===== src/rtl/ds1302_pkg.sv =====
// Shared definitions for the DS1302 responder: register map, command bits,
// serial FSM states and calendar helpers.
package ds1302_pkg;

  localparam logic [4:0] ADDR_SEC   = 5'd0;
  localparam logic [4:0] ADDR_MIN   = 5'd1;
  localparam logic [4:0] ADDR_HOUR  = 5'd2;
  localparam logic [4:0] ADDR_DATE  = 5'd3;
  localparam logic [4:0] ADDR_MONTH = 5'd4;
  localparam logic [4:0] ADDR_DAY   = 5'd5;
  localparam logic [4:0] ADDR_YEAR  = 5'd6;
  localparam logic [4:0] ADDR_CTRL  = 5'd7;
  localparam logic [4:0] ADDR_BURST = 5'd31;

  localparam int unsigned CMD_RD    = 0;
  localparam int unsigned CMD_RAM   = 6;
  localparam int unsigned CMD_VALID = 7;

  typedef enum logic [2:0] {IDLE, CMD, WDATA, RDATA, WAIT_CE_LOW} state_t;

  // Leap test straight on the BCD digits: tens even -> ones 0/4/8, tens odd -> ones 2/6.
  function automatic logic is_leap_bcd(input logic [7:0] year);
    if (!year[4]) return (year[3:0] == 4'd0) || (year[3:0] == 4'd4) || (year[3:0] == 4'd8);
    return (year[3:0] == 4'd2) || (year[3:0] == 4'd6);
  endfunction

  function automatic logic [7:0] days_in_month(input logic [7:0] month, input logic [7:0] year);
    case (month)
      8'h04, 8'h06, 8'h09, 8'h11: return 8'h30;
      8'h02:                      return is_leap_bcd(year) ? 8'h29 : 8'h28;
      default:                    return 8'h31;
    endcase
  endfunction

endpackage


===== src/rtl/ds1302_rtc_core.sv =====
// Timekeeping register file: 1 s prescaler, BCD calendar ripple counting and
// a single write port; a host write always wins over a same-cycle tick.
module ds1302_rtc_core import ds1302_pkg::*; #(
  parameter int unsigned TICK_DIV = 50_000_000
) (
  input  logic       clk,
  input  logic       rst_n,
  input  logic       we,
  input  logic [2:0] addr,
  input  logic [7:0] data,
  output logic [7:0] sec,
  output logic [7:0] min,
  output logic [7:0] hour,
  output logic [7:0] date,
  output logic [7:0] month,
  output logic [7:0] day,
  output logic [7:0] year,
  output logic [7:0] ctrl
);

  localparam logic [31:0] LAST = 32'(TICK_DIV - 1);

  logic [31:0] cnt;
  logic        tick;
  logic [8:0]  s_n, m_n, h_n, d_n, dy_n, mo_n, y_n;

  // {carry, next}; out-of-range values wrap and any ones digit >= 9 carries.
  function automatic logic [8:0] bcd_step(input logic [7:0] v, input logic [7:0] top,
                                          input logic [7:0] first);
    if (v >= top) return {1'b1, first};
    if (v[3:0] >= 4'd9) return {1'b0, v[7:4] + 4'd1, 4'd0};
    return {1'b0, v[7:4], v[3:0] + 4'd1};
  endfunction

  assign tick = !sec[7] && (cnt == LAST);

  always_comb begin
    s_n  = bcd_step({1'b0, sec[6:0]}, 8'h59, 8'h00);
    m_n  = bcd_step(min, 8'h59, 8'h00);
    h_n  = bcd_step({1'b0, hour[6:0]}, 8'h23, 8'h00);
    d_n  = bcd_step(date, days_in_month(month, year), 8'h01);
    dy_n = bcd_step(day, 8'h07, 8'h01);
    mo_n = bcd_step(month, 8'h12, 8'h01);
    y_n  = bcd_step(year, 8'h99, 8'h00);
  end

  always_ff @(posedge clk or negedge rst_n) begin
    if (!rst_n) begin
      cnt   <= '0;
      sec   <= 8'h00;
      min   <= 8'h00;
      hour  <= 8'h00;
      date  <= 8'h01;
      month <= 8'h01;
      day   <= 8'h01;
      year  <= 8'h00;
      ctrl  <= 8'h00;
    end else begin
      if (sec[7] || cnt == LAST) cnt <= '0;
      else                       cnt <= cnt + 32'd1;

      if (we) begin
        case (addr)
          ADDR_SEC[2:0]:   sec   <= data;
          ADDR_MIN[2:0]:   min   <= data;
          ADDR_HOUR[2:0]:  hour  <= data;
          ADDR_DATE[2:0]:  date  <= data;
          ADDR_MONTH[2:0]: month <= data;
          ADDR_DAY[2:0]:   day   <= data;
          ADDR_YEAR[2:0]:  year  <= data;
          ADDR_CTRL[2:0]:  ctrl  <= {data[7], 7'd0};
        endcase
      end else if (tick) begin
        sec <= s_n[7:0];
        if (s_n[8]) begin
          min <= m_n[7:0];
          if (m_n[8]) begin
            hour <= h_n[7:0] | (hour & 8'h80);
            if (h_n[8]) begin
              date <= d_n[7:0];
              day  <= dy_n[7:0];
              if (d_n[8]) begin
                month <= mo_n[7:0];
                if (mo_n[8]) year <= y_n[7:0];
              end
            end
          end
        end
      end
    end
  end

endmodule


===== src/rtl/ds1302_responder.sv =====
// DS1302 3-wire slave: synchronises CE/SCLK/IO, decodes command bytes and
// serves single-byte and burst access to the RTC core.
module ds1302_responder import ds1302_pkg::*; #(
  parameter int unsigned TICK_DIV = 50_000_000
) (
  input  logic clk,
  input  logic rst_n,
  input  logic ce,
  input  logic sclk,
  input  logic io_i,
  output logic io_o,
  output logic io_oe,
  output logic busy
);

  logic [1:0] ce_q, sclk_q, io_q;
  logic       ce_s, sclk_s, io_s, ce_d, sclk_d;
  logic       rise, fall, ce_rise;
  state_t     state;
  logic [2:0] bit_cnt, byte_idx;
  logic [6:0] shreg;
  logic [7:0] byte_in;
  logic [4:0] addr;
  logic       ram, burst;
  logic [7:0] snap [8];
  logic [7:0] regs [8];
  logic [2:0] wr_addr;
  logic       we;

  always_ff @(posedge clk or negedge rst_n) begin
    if (!rst_n) begin
      ce_q   <= '0;
      sclk_q <= '0;
      io_q   <= '0;
      ce_d   <= 1'b0;
      sclk_d <= 1'b0;
    end else begin
      ce_q   <= {ce_q[0], ce};
      sclk_q <= {sclk_q[0], sclk};
      io_q   <= {io_q[0], io_i};
      ce_d   <= ce_s;
      sclk_d <= sclk_s;
    end
  end

  assign ce_s    = ce_q[1];
  assign sclk_s  = sclk_q[1];
  assign io_s    = io_q[1];
  assign rise    = sclk_s && !sclk_d;
  assign fall    = !sclk_s && sclk_d;
  assign ce_rise = ce_s && !ce_d;
  assign byte_in = {io_s, shreg};
  assign busy    = (state != IDLE);

  // Commit happens combinationally on the 8th data rising edge; WP spares control.
  always_comb begin
    wr_addr = burst ? byte_idx : addr[2:0];
    we = (state == WDATA) && ce_s && rise && (bit_cnt == 3'd7) && !ram &&
         (burst || addr < 5'd8) && (wr_addr == ADDR_CTRL[2:0] || !regs[7][7]);
  end

  ds1302_rtc_core #(.TICK_DIV(TICK_DIV)) u_core (
    .clk   (clk),
    .rst_n (rst_n),
    .we    (we),
    .addr  (wr_addr),
    .data  (byte_in),
    .sec   (regs[0]),
    .min   (regs[1]),
    .hour  (regs[2]),
    .date  (regs[3]),
    .month (regs[4]),
    .day   (regs[5]),
    .year  (regs[6]),
    .ctrl  (regs[7])
  );

  always_ff @(posedge clk or negedge rst_n) begin
    if (!rst_n) begin
      state    <= IDLE;
      bit_cnt  <= '0;
      byte_idx <= '0;
      shreg    <= '0;
      addr     <= '0;
      ram      <= 1'b0;
      burst    <= 1'b0;
      io_o     <= 1'b0;
      io_oe    <= 1'b0;
      for (int unsigned i = 0; i < 8; i++) snap[i] <= '0;
    end else if (!ce_s) begin
      state    <= IDLE;
      bit_cnt  <= '0;
      byte_idx <= '0;
      io_oe    <= 1'b0;
    end else begin
      case (state)
        IDLE: if (ce_rise) begin
          state    <= CMD;
          bit_cnt  <= '0;
          byte_idx <= '0;
        end
        CMD: if (rise) begin
          shreg   <= byte_in[7:1];
          bit_cnt <= bit_cnt + 3'd1;
          if (bit_cnt == 3'd7) begin
            addr  <= byte_in[5:1];
            ram   <= byte_in[CMD_RAM];
            burst <= (byte_in[5:1] == ADDR_BURST);
            if (!byte_in[CMD_VALID]) state <= WAIT_CE_LOW;
            else if (byte_in[CMD_RD]) begin
              state <= RDATA;
              // Snapshot so a tick mid-read cannot tear the returned bytes.
              for (int unsigned i = 0; i < 8; i++)
                snap[i] <= (!byte_in[CMD_RAM] && (byte_in[5:1] == ADDR_BURST ||
                            (i == 0 && byte_in[5:1] < 5'd8)))
                           ? regs[(byte_in[5:1] == ADDR_BURST) ? 3'(i) : byte_in[3:1]] : '0;
            end else state <= WDATA;
          end
        end
        WDATA: if (rise) begin
          shreg   <= byte_in[7:1];
          bit_cnt <= bit_cnt + 3'd1;
          if (bit_cnt == 3'd7) begin
            byte_idx <= byte_idx + 3'd1;
            if (!burst || byte_idx == 3'd7) state <= WAIT_CE_LOW;
          end
        end
        RDATA: if (fall) begin
          io_oe   <= 1'b1;
          io_o    <= snap[byte_idx][bit_cnt];
          bit_cnt <= bit_cnt + 3'd1;
          if (bit_cnt == 3'd7) begin
            byte_idx <= byte_idx + 3'd1;
            if (!burst || byte_idx == 3'd7) state <= WAIT_CE_LOW;
          end
        end
        WAIT_CE_LOW: if (fall) io_oe <= 1'b0;
        default: state <= IDLE;
      endcase
    end
  end

endmodule

===== config.mk =====
export PLATFORM = sky130hd
export DESIGN_NAME = ds1302_responder
export DESIGN_NICKNAME = d
export VERILOG_FILES = /design/src/rtl/ds1302_pkg.sv /design/src/rtl/ds1302_rtc_core.sv /design/src/rtl/ds1302_responder.sv
export SDC_FILE = /design/constraint.sdc
export NUM_CORES = 1
export LEC_CHECK = 0
export ABC_AREA = 1
export CORE_MARGIN = 1.5
export CORE_UTILIZATION = 50
export CTS_BUF_LIST = sky130_fd_sc_hd__clkbuf_16
export DETAILED_ROUTE_END_ITERATION = 7
export DONT_BUFFER_PORTS = 1
export PLACE_DENSITY = 0.68
export SYNTH_ARGS = -nofsm -noshare
export SYNTH_HDL_FRONTEND = slang
export SYNTH_SLANG_ARGS = --single-unit

===== constraint.sdc =====
create_clock -name clk -period 2.8 [get_ports clk]
set_input_delay 0 -clock clk [delete_from_list [all_inputs] [get_ports clk]]
set_output_delay 0 -clock clk [all_outputs]
set_load 0.01 [all_outputs]

==> impl_metrics.yaml <==
worst_setup_path:
  cp_slowest_cell: "dfstp_2"
  endpoint_kind: "flip-flop"
  worstReg2RegEnd: "u_core.year[0]"
  r2r_setup_slack_ns: 0.04
  worst_path_dominant_cell_family: "simple AND/OR/NAND/NOR gates"
  path_cells: "buf_6 -> ha_2 -> inv_2 -> o22ai_2 -> a32oi_2 -> buf_4 -> nand2_1 -> inv_1 -> ha_1 -> nand3_1 -> o21bai_1 -> nor2_2 -> buf_6 -> nand2_8 -> o21ai_4 -> nor2_4 -> nand2_4 -> nand2_1 -> nand2_1"
  worst-path-buf-inv: 5
  path_common_cell: "nand2_1"
  critPathLaunch: "u_core.month[0]"
  crit_arrival_ns: 3.10
  cp.required_ns: 3.14
  reg2reg_depth: 19
  cp_max_fo: 5
  start_kind: "flip-flop"
  max_stage_delay_ns: 0.56
  rr_startpoint: "u_core.month[0]"
  crit_type: "flip-flop to flip-flop"
sta:
  setup-violations-final: 0
  fin_tns_setup_ns: 0
  hold_viol_final: 186
  setup_slack_ns: 0.0405
  skew_ns: 0.0134
  fin_crit_sh: 0.986
  drv_slew: 0
  whs_ns: -0.766
  fmax_mhz: 362
  grt_setup_unrepaired: "yes"
  fin_crit_ns: 2.76
  slew_headroom: 0.320
  worst_slew_pin_slew_ns: 1.01
synth:
  ys_seq_area_frac: 0.381
  netlist_area_um2: 12200
  synth_top_family_by_area: "simple AND/OR/NAND/NOR gates"
  synth_compound_area_frac: 0.135
  ys_async_sr_fraction: 1.00
  synth_fa_ha_area_frac: 0.0492
  synthXorXnorAreaFrac: 0.0273
  yosysUniqueCellTypes: 49
  synth_mux_area_frac: 0
  synth_edf_count: 0
  syn_avg_cell_area_um2: 7.12
  synth_warnings: 0
  synth_ff_type: "dfrtp_1"
  syn_nets: 1768
  syn_inst: 1715
  synthSimpleGateAreaFrac: 0.329
  ys_ff_latch: 186
cts:
  cts_sinks: 186
  clk_pin_slew_ns: 0.08
  cts-buffers-inserted: 17
  cts_hold_buffers: 3
  clock_latency_ns: 0.45
  clockBufferDepth: 2
  cts_tree: "done"
  h-tree-depth: 4
  cts-root-buf: "clkbuf_16"
floorplanning:
  io_pins: 8
  die_h_um: 159
  dieWidth_um: 159
  start_util: 0.507
  rows: 57
  core_area_um2: 24100
  die_area_um2: 25400
global_routing:
  antenna_found_initial: 0
  grt_pass1_wl_um: 55400
  grt.total_usage: 0.274
  first_global_vias: 10400
  grt_max_degree: 187
  grt_overflow: 0
route:
  wl_um: 33900
  antenna_left: 0
  drc: 0
  num_vias: 11200
  drt_iter0_markers: 1075
  drt-pass1-iter-count: 6
  via_per_inst: 5.46
  wl_per_cell_um: 16.6
placed_design:
  dpl_cell_area_um2: 12500
  pre_cts_ws_ns: -0.103
  dp.final_hpwl_um: 24700
  dp.cells: 2008
  gp_congestion: 0.913
  numPortBuffers: 0
power_and_ir_drop:
  pwr-share-clk: 0.364
  seqPwrFrac: 0.438
  switching_share: 0.344
  power_leakage_nw: 6.38
  peakVddDrop_v: 0.000285
  power_frac_comb: 0.197
  switchingPower_mw: 2.25
  internal-power_mw: 4.28
  power_density_nw_per_um2: 491
job:
  max-cap-violations: 0
outcome:
  failed_checks: "negative hold slack"
  status: "complete, but fails checks"
finish:
  ff_latch_area_um2: 4660
  area_growth_pct: 9.09
  drive_gt1_frac: 0.0975
  fin_util: 0.553
  final_nets: 1764
  fillers: 2393
  diodes: 0
  fin_area_um2: 13300
  instances_no_fill: 2047
  multiInputGateArea_um2: 6730
min_path:
  hold_path.class: "primary input to async pin"
cell usage after synthesis, types with 9 or more instances:
cell      number  area [um2]
a21oi_1       51         255
buf_2         15        75.1
clkbuf_1      35         131
dfrtp_1      183        4580
ha_1          48         601
inv_1        160         601
inv_2          9        33.8
nand2_1      531        1990
nand2_2       19         119
nand2_4       10         113
nand3_1      148         741
nand3_2        9        90.1
nand4_1       18         113
nor2_1       110         413
nor2_4        10         113
nor3_1        23         115
nor4_1         9        56.3
o211ai_1      10        75.1
o21ai_0      194         971
o21ai_1       11        55.1
xnor2_1       12         105
xor2_1        26         228
worst max path at each step:
stage / to / slack, ns / depth (start not counted)
finish: u_core.year[0] / 0.04 / 19
global route: u_core.year[0] / -0.14 / 20
CTS: u_core.year[6] / 0.02 / 20
detailed placement: u_core.month[3] / -0.10 / 17
global placement: u_core.year[4] / -0.09 / 20
floorplan: u_core.month[2] / 0.18 / 17
timing repair:
action | 4_1_cts | 5_1_grt
buffers inserted | 0 | 5
pin swaps | 1 | 18
hold endpoints to repair | 189 | 186
resized for setup | 4 | 38
setup endpoints to repair | 24 | 24
cloned | 0 | 0
sequential cells by signal, summed over array words and instances (netlist names), 2 cells and up:
name          cells
byte_idx          3
bit_cnt           3
u_core.day        8
u_core.cnt       32
u_core.sec        8
sclk_q            2
ce_q              2
u_core.year       8
snap             64
u_core.hour       8
addr              5
state             3
u_core.min        8
u_core.date       8
u_core.month      8
shreg             7
io_q              2
worst register-to-register path, stage by stage, from the launching register on:
cell and delay [ns]:
dfstp_2 0.56, buf_6 0.11, ha_2 0.16, inv_2 0.05, o22ai_2 0.16, a32oi_2 0.10, buf_4 0.16, nand2_1 0.05
inv_1 0.04, ha_1 0.26, nand3_1 0.09, o21bai_1 0.19, nor2_2 0.08, buf_6 0.14, nand2_8 0.08, o21ai_4 0.07
nor2_4 0.15, nand2_4 0.09, nand2_1 0.07, nand2_1 0.05
through the flow:
step	hold slack [ns]	total power, mW
6_report	-0.766	6.53
5_1_grt	-0.794	6.85
4_1_cts	-0.780	6.54
3_5_place_dp	-0.292	4.17
3_3_place_gp	-0.291	4.16
2_1_floorplan	-0.296	3.84
cell families after synthesis:
kind of cell	count (synthesis)
XOR/XNOR	38
flip-flops	186
buffers and inverters	236
AO/OA/AOI/OAI	303
AND/OR/NAND/NOR	904
adder cells (fa/ha/maj)	48
routing by layer:
layer | vias to the layer above | global-route usage | wire [um]
met2 | 333 | 0.414 | 15000
met5 | - | 0 | 0
met4 | 0 | 0.0845 | 763
met3 | 47 | 0.0464 | 1970
li1 | 5559 | - | -
met1 | 5236 | 0.400 | 16200
cell usage in the layout (no fill, tap or decap), types with 3 or more instances in the layout:
cell type	count
buf_4	34
nand2_4	11
dlygate4sd3_1	3
xor2_1	26
nand2_2	27
nand4_1	18
a21boi_0	6
dfrtp_1	183
nor2_4	12
o21bai_1	6
a21o_1	7
nor4_1	9
ha_1	45
clkbuf_16	17
nor2_2	4
inv_8	3
inv_2	11
inv_6	5
o21ai_2	7
nor3_1	22
dfstp_2	3
o211ai_1	10
a31oi_1	6
nor3b_1	3
inv_1	156
o21ai_1	12
xnor2_1	12
nand2_1	521
a21oi_1	51
nor2_1	107
nand3_2	8
nand3_1	148
nand3b_1	5
o21ai_0	191
clkinv_1	4
clkinv_2	3
final cells by class:
type | count | area share
clock buffers | 17 | 0.0319
clock inverters | 14 | 0.0102
inverters | 174 | 0.0497
multi-input cells | 1293 | 0.505
flip-flops and latches | 186 | 0.350
well taps | 324 | 0.0304
repair buffers | 39 | 0.0231
power groups by stage:
stage / Sequential (mW) / Combinational [mW] / Clock, mW
4_1_cts: 2.86 / 1.27 / 2.41
5_1_grt: 2.88 / 1.44 / 2.53
3_5_place_dp: 2.91 / 1.26 / 0
3_3_place_gp: 2.91 / 1.25 / 0
2_1_floorplan: 2.88 / 0.967 / 0
6_report: 2.87 / 1.29 / 2.38
Power figures use the tool's default switching activity.
